<file path="src/rtl/reflex_game_ctrl_if.sv">
// Player-facing bus of the reflex game sequencer: switch/start inputs, the
// detector match line, and the LED drive plus score/timing display outputs.
`timescale 1ns/1ps
interface reflex_game_ctrl_if;
   logic        start;
   logic [15:0] sw;
   logic        hit;
   logic [15:0] led;
   logic [7:0]  score;
   logic [15:0] react_ms;
   logic [15:0] best_ms;
   logic        round_done;
   logic        last_hit;
   logic        busy;

   // Stimulus / board side: drives player inputs, observes the game outputs
   modport master (
      output start, sw, hit,
      input  led, score, react_ms, best_ms, round_done, last_hit, busy
   );

   // Sequencer side
   modport slave (
      input  start, sw, hit,
      output led, score, react_ms, best_ms, round_done, last_hit, busy
   );
endinterface

</file>
<file path="src/rtl/reflex_game_ctrl.sv">
// Reflex game sequencer: runs ROUNDS rounds of "wait for switches off,
// random pre-light delay, light one LED, time the player's matching switch".
// All outputs are registered; the LED bus updates on the edge entering a state.
`timescale 1ns/1ps
module reflex_game_ctrl #(
   parameter int unsigned TICK_DIV    = 100000,
   parameter int unsigned WAIT_MIN_MS = 500,
   parameter int unsigned TIMEOUT_MS  = 1000,
   parameter int unsigned ROUNDS      = 8,
   parameter int unsigned SHOW_MS     = 1000
) (
   input logic               clk,
   input logic               rst_n,
   reflex_game_ctrl_if.slave bus
);

   localparam int unsigned TICK_W = (TICK_DIV > 1) ? $clog2(TICK_DIV) : 1;

   localparam logic [TICK_W-1:0] TICK_LAST = TICK_W'(TICK_DIV - 1);
   localparam logic [15:0]       WAIT_MIN  = 16'(WAIT_MIN_MS);
   localparam logic [15:0]       TIMEOUT   = 16'(TIMEOUT_MS);
   localparam logic [15:0]       SHOW_LAST = 16'(SHOW_MS - 1);
   localparam logic [7:0]        ROUNDS_N  = 8'(ROUNDS);

   localparam logic [2:0] ST_IDLE   = 3'd0;
   localparam logic [2:0] ST_ARM    = 3'd1;
   localparam logic [2:0] ST_DELAY  = 3'd2;
   localparam logic [2:0] ST_LIT    = 3'd3;
   localparam logic [2:0] ST_RESULT = 3'd4;
   localparam logic [2:0] ST_DONE   = 3'd5;

   // One-hot LED pattern for a 4-bit LED index
   function automatic logic [15:0] led_onehot(input logic [3:0] idx);
      return 16'h0001 << idx;
   endfunction

   logic [2:0]        state_r;
   logic [2:0]        state_nxt_s;
   logic [TICK_W-1:0] tick_cnt_r;
   logic [15:0]       ms_cnt_r;
   logic [15:0]       delay_ms_r;
   logic [3:0]        idx_r;
   logic [7:0]        round_cnt_r;
   logic [15:0]       lfsr_r;

   logic [15:0] led_r;
   logic [15:0] led_nxt_s;
   logic [7:0]  score_r;
   logic [15:0] react_ms_r;
   logic [15:0] best_ms_r;
   logic        round_done_r;
   logic        last_hit_r;
   logic        busy_r;

   logic tick_s;
   logic wrong_s;
   logic clear_s;
   logic lat_delay_s;
   logic lat_idx_s;
   logic hit_ev_s;
   logic miss_ev_s;
   logic round_end_s;

   assign bus.led        = led_r;
   assign bus.score      = score_r;
   assign bus.react_ms   = react_ms_r;
   assign bus.best_ms    = best_ms_r;
   assign bus.round_done = round_done_r;
   assign bus.last_hit   = last_hit_r;
   assign bus.busy       = busy_r;

   // Next-state decode and per-cycle round events
   always_comb begin
      tick_s      = (tick_cnt_r == TICK_LAST);
      wrong_s     = |(bus.sw & ~led_r);
      state_nxt_s = state_r;
      clear_s     = 1'b0;
      lat_delay_s = 1'b0;
      lat_idx_s   = 1'b0;
      hit_ev_s    = 1'b0;
      miss_ev_s   = 1'b0;
      round_end_s = 1'b0;
      case (state_r)
         ST_IDLE, ST_DONE: begin
            if (bus.start) begin
               state_nxt_s = ST_ARM;
               clear_s     = 1'b1;
            end else begin
               state_nxt_s = state_r;
            end
         end
         ST_ARM: begin
            if (bus.sw == 16'h0000) begin
               state_nxt_s = ST_DELAY;
               lat_delay_s = 1'b1;
            end else begin
               state_nxt_s = ST_ARM;
            end
         end
         ST_DELAY: begin
            // An early switch is a foul even on the cycle the delay would expire
            if (bus.sw != 16'h0000) begin
               state_nxt_s = ST_RESULT;
               miss_ev_s   = 1'b1;
            end else if (tick_s && (ms_cnt_r == delay_ms_r - 16'd1)) begin
               state_nxt_s = ST_LIT;
               lat_idx_s   = 1'b1;
            end else begin
               state_nxt_s = ST_DELAY;
            end
         end
         ST_LIT: begin
            // A clean hit wins over a simultaneous timeout; a wrong switch
            // spoils a simultaneous hit
            if (bus.hit && !wrong_s) begin
               state_nxt_s = ST_RESULT;
               hit_ev_s    = 1'b1;
            end else if (wrong_s || (ms_cnt_r == TIMEOUT)) begin
               state_nxt_s = ST_RESULT;
               miss_ev_s   = 1'b1;
            end else begin
               state_nxt_s = ST_LIT;
            end
         end
         ST_RESULT: begin
            if (tick_s && (ms_cnt_r == SHOW_LAST)) begin
               round_end_s = 1'b1;
               if (round_cnt_r + 8'd1 == ROUNDS_N) begin
                  state_nxt_s = ST_DONE;
               end else begin
                  state_nxt_s = ST_ARM;
               end
            end else begin
               state_nxt_s = ST_RESULT;
            end
         end
         default: begin
            state_nxt_s = ST_IDLE;
         end
      endcase
   end

   // LED pattern to present from the edge that enters the next state
   always_comb begin
      led_nxt_s = 16'h0000;
      case (state_nxt_s)
         ST_LIT: begin
            if (lat_idx_s) begin
               led_nxt_s = led_onehot(lfsr_r[3:0]);
            end else begin
               led_nxt_s = led_r;
            end
         end
         ST_RESULT: begin
            if (hit_ev_s) begin
               led_nxt_s = 16'hFFFF;
            end else if (miss_ev_s) begin
               led_nxt_s = 16'h0000;
            end else begin
               led_nxt_s = led_r;
            end
         end
         ST_DONE: begin
            led_nxt_s = {score_r, score_r};
         end
         default: begin
            led_nxt_s = 16'h0000;
         end
      endcase
   end

   // Free-running LFSR; advancing in IDLE lets player timing seed the sequence
   always_ff @(posedge clk or negedge rst_n) begin
      if (!rst_n) begin
         lfsr_r <= 16'hACE1;
      end else begin
         lfsr_r <= {lfsr_r[0] ^ lfsr_r[2] ^ lfsr_r[3] ^ lfsr_r[5], lfsr_r[15:1]};
      end
   end

   // State register
   always_ff @(posedge clk or negedge rst_n) begin
      if (!rst_n) begin
         state_r <= ST_IDLE;
      end else begin
         state_r <= state_nxt_s;
      end
   end

   // Millisecond tick and ms counter, both restarted on every state change
   always_ff @(posedge clk or negedge rst_n) begin
      if (!rst_n) begin
         tick_cnt_r <= '0;
         ms_cnt_r   <= 16'd0;
      end else if (state_nxt_s != state_r) begin
         tick_cnt_r <= '0;
         ms_cnt_r   <= 16'd0;
      end else if (tick_s) begin
         tick_cnt_r <= '0;
         ms_cnt_r   <= ms_cnt_r + 16'd1;
      end else begin
         tick_cnt_r <= tick_cnt_r + TICK_W'(1);
      end
   end

   // Round bookkeeping: delay/LED latches, score, timing results, flags
   always_ff @(posedge clk or negedge rst_n) begin
      if (!rst_n) begin
         delay_ms_r   <= 16'd0;
         idx_r        <= 4'd0;
         round_cnt_r  <= 8'd0;
         led_r        <= 16'h0000;
         score_r      <= 8'd0;
         react_ms_r   <= 16'd0;
         best_ms_r    <= 16'hFFFF;
         round_done_r <= 1'b0;
         last_hit_r   <= 1'b0;
         busy_r       <= 1'b0;
      end else begin
         led_r        <= led_nxt_s;
         round_done_r <= hit_ev_s | miss_ev_s;
         busy_r       <= (state_nxt_s != ST_IDLE) && (state_nxt_s != ST_DONE);
         if (lat_delay_s) begin
            delay_ms_r <= WAIT_MIN + {8'd0, lfsr_r[7:0]};
         end
         if (lat_idx_s) begin
            idx_r <= lfsr_r[3:0];
         end
         if (clear_s) begin
            score_r     <= 8'd0;
            round_cnt_r <= 8'd0;
            react_ms_r  <= 16'd0;
         end else if (hit_ev_s) begin
            score_r    <= (score_r == 8'hFF) ? 8'hFF : score_r + 8'd1;
            react_ms_r <= ms_cnt_r;
            best_ms_r  <= (ms_cnt_r < best_ms_r) ? ms_cnt_r : best_ms_r;
         end else if (round_end_s) begin
            round_cnt_r <= round_cnt_r + 8'd1;
         end
         if (hit_ev_s) begin
            last_hit_r <= 1'b1;
         end else if (miss_ev_s) begin
            last_hit_r <= 1'b0;
         end
      end
   end

endmodule
</file>
<file path="src/flat_wrapper.sv">
// flat-port wrapper written by rule: the top's interface ports become plain ports
module reflex_game_ctrl_flat 
#(
   parameter int unsigned TICK_DIV    = 100000,
   parameter int unsigned WAIT_MIN_MS = 500,
   parameter int unsigned TIMEOUT_MS  = 1000,
   parameter int unsigned ROUNDS      = 8,
   parameter int unsigned SHOW_MS     = 1000
)
  (clk, rst_n, bus_start, bus_sw, bus_hit, bus_led, bus_score, bus_react_ms, bus_best_ms, bus_round_done, bus_last_hit, bus_busy);
  reflex_game_ctrl_if bus_i ();
  input logic clk;
  input logic rst_n;
  input wire logic [$bits(bus_i.start)-1:0] bus_start;
  input wire logic [$bits(bus_i.sw)-1:0] bus_sw;
  input wire logic [$bits(bus_i.hit)-1:0] bus_hit;
  output wire logic [$bits(bus_i.led)-1:0] bus_led;
  output wire logic [$bits(bus_i.score)-1:0] bus_score;
  output wire logic [$bits(bus_i.react_ms)-1:0] bus_react_ms;
  output wire logic [$bits(bus_i.best_ms)-1:0] bus_best_ms;
  output wire logic [$bits(bus_i.round_done)-1:0] bus_round_done;
  output wire logic [$bits(bus_i.last_hit)-1:0] bus_last_hit;
  output wire logic [$bits(bus_i.busy)-1:0] bus_busy;
  assign bus_i.start = bus_start;
  assign bus_i.sw = bus_sw;
  assign bus_i.hit = bus_hit;
  assign bus_led = bus_i.led;
  assign bus_score = bus_i.score;
  assign bus_react_ms = bus_i.react_ms;
  assign bus_best_ms = bus_i.best_ms;
  assign bus_round_done = bus_i.round_done;
  assign bus_last_hit = bus_i.last_hit;
  assign bus_busy = bus_i.busy;
  reflex_game_ctrl #(.TICK_DIV(TICK_DIV), .WAIT_MIN_MS(WAIT_MIN_MS), .TIMEOUT_MS(TIMEOUT_MS), .ROUNDS(ROUNDS), .SHOW_MS(SHOW_MS)) u_core (.clk(clk), .rst_n(rst_n), .bus(bus_i));
endmodule
</file>
<file path="config.mk">
export PLATFORM = sky130hd
export DESIGN_NAME = reflex_game_ctrl_flat
export DESIGN_NICKNAME = d
export VERILOG_FILES = /design/src/rtl/reflex_game_ctrl_if.sv /design/src/rtl/reflex_game_ctrl.sv /design/src/flat_wrapper.sv
export SDC_FILE = /design/constraint.sdc
export NUM_CORES = 1
export LEC_CHECK = 0
export ABC_AREA = 1
export CORE_ASPECT_RATIO = 1.75
export CORE_UTILIZATION = 25
export DETAILED_ROUTE_END_ITERATION = 8
export PLACE_DENSITY = 0.39
export REMOVE_ABC_BUFFERS = 1
export SLEW_MARGIN = 20
export SYNTH_ARGS = -nofsm -noshare
export SYNTH_HDL_FRONTEND = slang
export SYNTH_SLANG_ARGS = --single-unit
export TNS_END_PERCENT = 30
</file>
<file path="constraint.sdc">
create_clock -name clk -period 2.5 [get_ports clk]
set_input_delay 0.375 -clock clk [delete_from_list [all_inputs] [get_ports clk]]
set_output_delay 0.375 -clock clk [all_outputs]
set_load 0.02 [all_outputs]
</file>
==> flow_metrics.tcl <==
set metrics [dict create \
    cts_buffers 17 \
    crit_chain "inv_1 -> ha_2 -> nand2_2 -> buf_4 -> nand3_1 -> nand2_1 -> nor2_4 -> nand3_2 -> nor2_4 -> nand3_4 -> o21ai_4 -> buf_12 -> nand2_8 -> buf_4 -> nand4_1 -> o21ai_0" \
    skew_ns 0.005953 \
    cts_root_buffer "clkbuf_16" \
    dpl.hpwl_um 18480 \
    ios 79 \
    final_nets 1152 \
    critPathLaunchType "flip-flop" \
    period_needed_ns 2.351 \
    drt_iter0_drc 244 \
    grt_pass1_vias 6900 \
    core_area_um2 28630 \
    layout_common_cells "249 x nand2_1, 116 x inv_1, 105 x nor2_1, 105 x dfrtp_1, 94 x nand3_1" \
    drive_gt1_share_pct 16.30 \
    dieWidth_um 131.1 \
    die_area_um2 29890 \
    required_ns 2.82 \
    clockBufferDepth 2 \
    antennaDiodeCount 0 \
    area_growth_syn_to_layout_pct 35.87 \
    grt_util_all_layers_pct 16.64 \
    dp.cells 1463 \
    cp_slowest_cell "dfrtp_1" \
    finalMaxSlewViolations 0 \
    globalplace.congestion 0.8167 \
    worst_path_dominant_cell_family "simple AND/OR/NAND/NOR gates" \
    cp_data_arrival_time_ns 2.67 \
    finalSetupViolations 0 \
    fmax_ghz 0.4254 \
    cp.buffers_inverters 4 \
    slew_headroom_pct 68.59 \
    worstSetupPathType "flip-flop to flip-flop" \
    crit_fanout 4 \
    finalCritPeriodShare_pct 94.02 \
    cts_num_sinks 129 \
    netlist_area_um2 7293 \
    htree_levels 4 \
    hp-class "flip-flop to flip-flop" \
    tightest_slew_ns 0.4668 \
    route.detailed.drc 0 \
    stdcell_count 1501 \
    die_height_um 228.0 \
    cts_tree "built" \
    clkTransAtPathRegs_ns 0.06 \
    final_common_cell "nand2_1" \
    ant_nets 0 \
    dr.pass1.iters 4 \
    synth-seq-area-share_pct 44.67 \
    ys_types 43 \
    vias_per_cell 4.472 \
    vias 6712 \
    row_count 82 \
    max_stage_delay_ns 0.38 \
    synthCells 959 \
    grt_overflow 0 \
    rsz0062_at_grt "yes" \
    antenna_found_initial 0 \
    grt_pass1_wl_um 37460 \
    endpoint_kind "flip-flop" \
    yosys_warnings 0 \
    p_per_area_nw_per_um2 637.1 \
    syn-mean-instance-area_um2 7.605 \
    initial_utilization_pct 25.48 \
    status "finished clean" \
    vdd_drop_max_uv 471.9 \
    fin_util_pct 34.62 \
    grt_max_degree 51 \
    fin_total_pwr_w 0.006313 \
    port_buffers 78 \
    yosys_register_bits 129 \
    wl_per_cell_um 15.97 \
    wl_um 23970 \
    cap_viol_max_count 0 \
    p_leak_nw 4.535 \
    worstSkewPairLatency_ns 0.44 \
    hold_viol_final 0 \
]
cell families after synthesis:
family,synth area share (%)
xor+xnor,3.483
compound gates,7.875
simple gates,32.06
fa+ha+maj,3.774
flops,44.67
buf+inv,8.132
layer usage:
metal  global-route usage [%]  share of wire [%]  vias up
li1                         -                  -     3385
met1                    15.96                 36     3187
met2                    33.41                 59      110
met3                    3.378                2.6       30
met4                    7.059                2.5        0
met5                        0                  0        -
stage by stage:
step	cell area, µm²	worst slack [ns]	TNS [ns]	hold slack [ns]
6_report	9910	0.1494	0	0.3526
4_1_cts	9689	-0.007135	-0.007135	0.3562
3_3_place_gp	9066	-0.1916	-7.269	0.3322
3_5_place_dp	9066	-0.2396	-9.565	0.3331
5_1_grt	9910	-0.02622	-0.08549	0.3577
2_1_floorplan	7158	0.01953	0	0.07941
state kept, by name (all words and copies together), names as in the netlist:
signal,flops
u_core.bus.led,16
u_core.bus.busy,1
u_core.round_cnt_r,8
u_core.bus.last_hit,1
u_core.lfsr_r,16
u_core.state_r,3
u_core.tick_cnt_r,17
u_core.ms_cnt_r,16
u_core.bus.best_ms,16
u_core.bus.round_done,1
u_core.bus.react_ms,16
u_core.bus.score,8
u_core.delay_ms_r,10
timing repair:
item,in CTS,in global routing
pin swaps,0,6
hold buffers,1,0
gates cloned,0,3
endpoints found under the setup margin,42,65
resized for setup,4,30
setup buffers,0,2
hold endpoints to repair,29,0
area by class of cell:
| class | instances | area (µm²) |
|---|---|---|
| tap | 378 | 473.0 |
| clock inverter | 14 | 163.9 |
| inverter | 122 | 462.9 |
| fill | 3078 | 18720 |
| multi-input combinational | 685 | 3577 |
| sequential | 129 | 3258 |
| clock buffer | 18 | 439.2 |
| timing repair buffer | 155 | 1535 |
Yosys cell counts:
cell type / count / area [µm²]
a2111oi_2: 1 / 15.01
a21boi_0: 1 / 7.510
a21oi_1: 16 / 80.08
a22o_1: 3 / 26.28
a31oi_1: 1 / 6.260
a32o_1: 1 / 10.01
buf_1: 1 / 3.750
buf_2: 6 / 30.03
buf_4: 2 / 15.01
buf_6: 4 / 45.04
clkbuf_1: 11 / 41.29
dfrtp_1: 105 / 2628
dfstp_2: 24 / 630.6
ha_1: 22 / 275.3
inv_1: 117 / 439.2
inv_2: 5 / 18.77
nand2_1: 250 / 938.4
nand2_2: 7 / 43.79
nand2_4: 1 / 11.26
nand2b_1: 1 / 6.260
nand3_1: 104 / 520.5
nand3_2: 1 / 10.01
nand3_4: 1 / 17.52
nand3b_1: 1 / 7.510
nand4_1: 16 / 100.1
nand4_4: 1 / 21.27
nor2_1: 110 / 412.9
nor2_2: 4 / 25.02
nor2_4: 6 / 67.56
nor3_1: 19 / 95.09
nor3b_1: 4 / 30.03
nor4_1: 2 / 12.51
nor4_2: 1 / 12.51
o21a_1: 1 / 7.510
o21ai_0: 68 / 340.3
o21ai_1: 1 / 5.000
o21ai_4: 1 / 16.27
o22ai_1: 7 / 43.79
o31ai_1: 1 / 7.510
o41ai_1: 1 / 8.760
or2_2: 1 / 6.260
xnor2_1: 4 / 35.03
xor2_1: 25 / 219.0
worst paths after layout:
kind                                      start                endpoint  slack, ns  depth (start not counted)
hold / removal                 u_core.lfsr_r[9]        u_core.lfsr_r[8]       0.35                          0
min in group asynchronous                 rst_n   u_core.tick_cnt_r[13]       0.42                          2
setup / recovery           u_core.delay_ms_r[0]      u_core.ms_cnt_r[1]       0.15                         16
max in group asynchronous                 rst_n  u_core.bus.best_ms[14]       1.43                          3
hold reg to reg                u_core.lfsr_r[9]        u_core.lfsr_r[8]       0.35                          0
setup reg to reg           u_core.delay_ms_r[0]      u_core.ms_cnt_r[1]       0.15                         16
power by group:
group	switching, W	internal (W)	total [W]
Combinational	0.000782	0.000598	0.00138
Clock	0.00101	0.00158	0.00259
Sequential	0.000128	0.00221	0.00234
No activity file was read; power rests on OpenSTA's default activity.
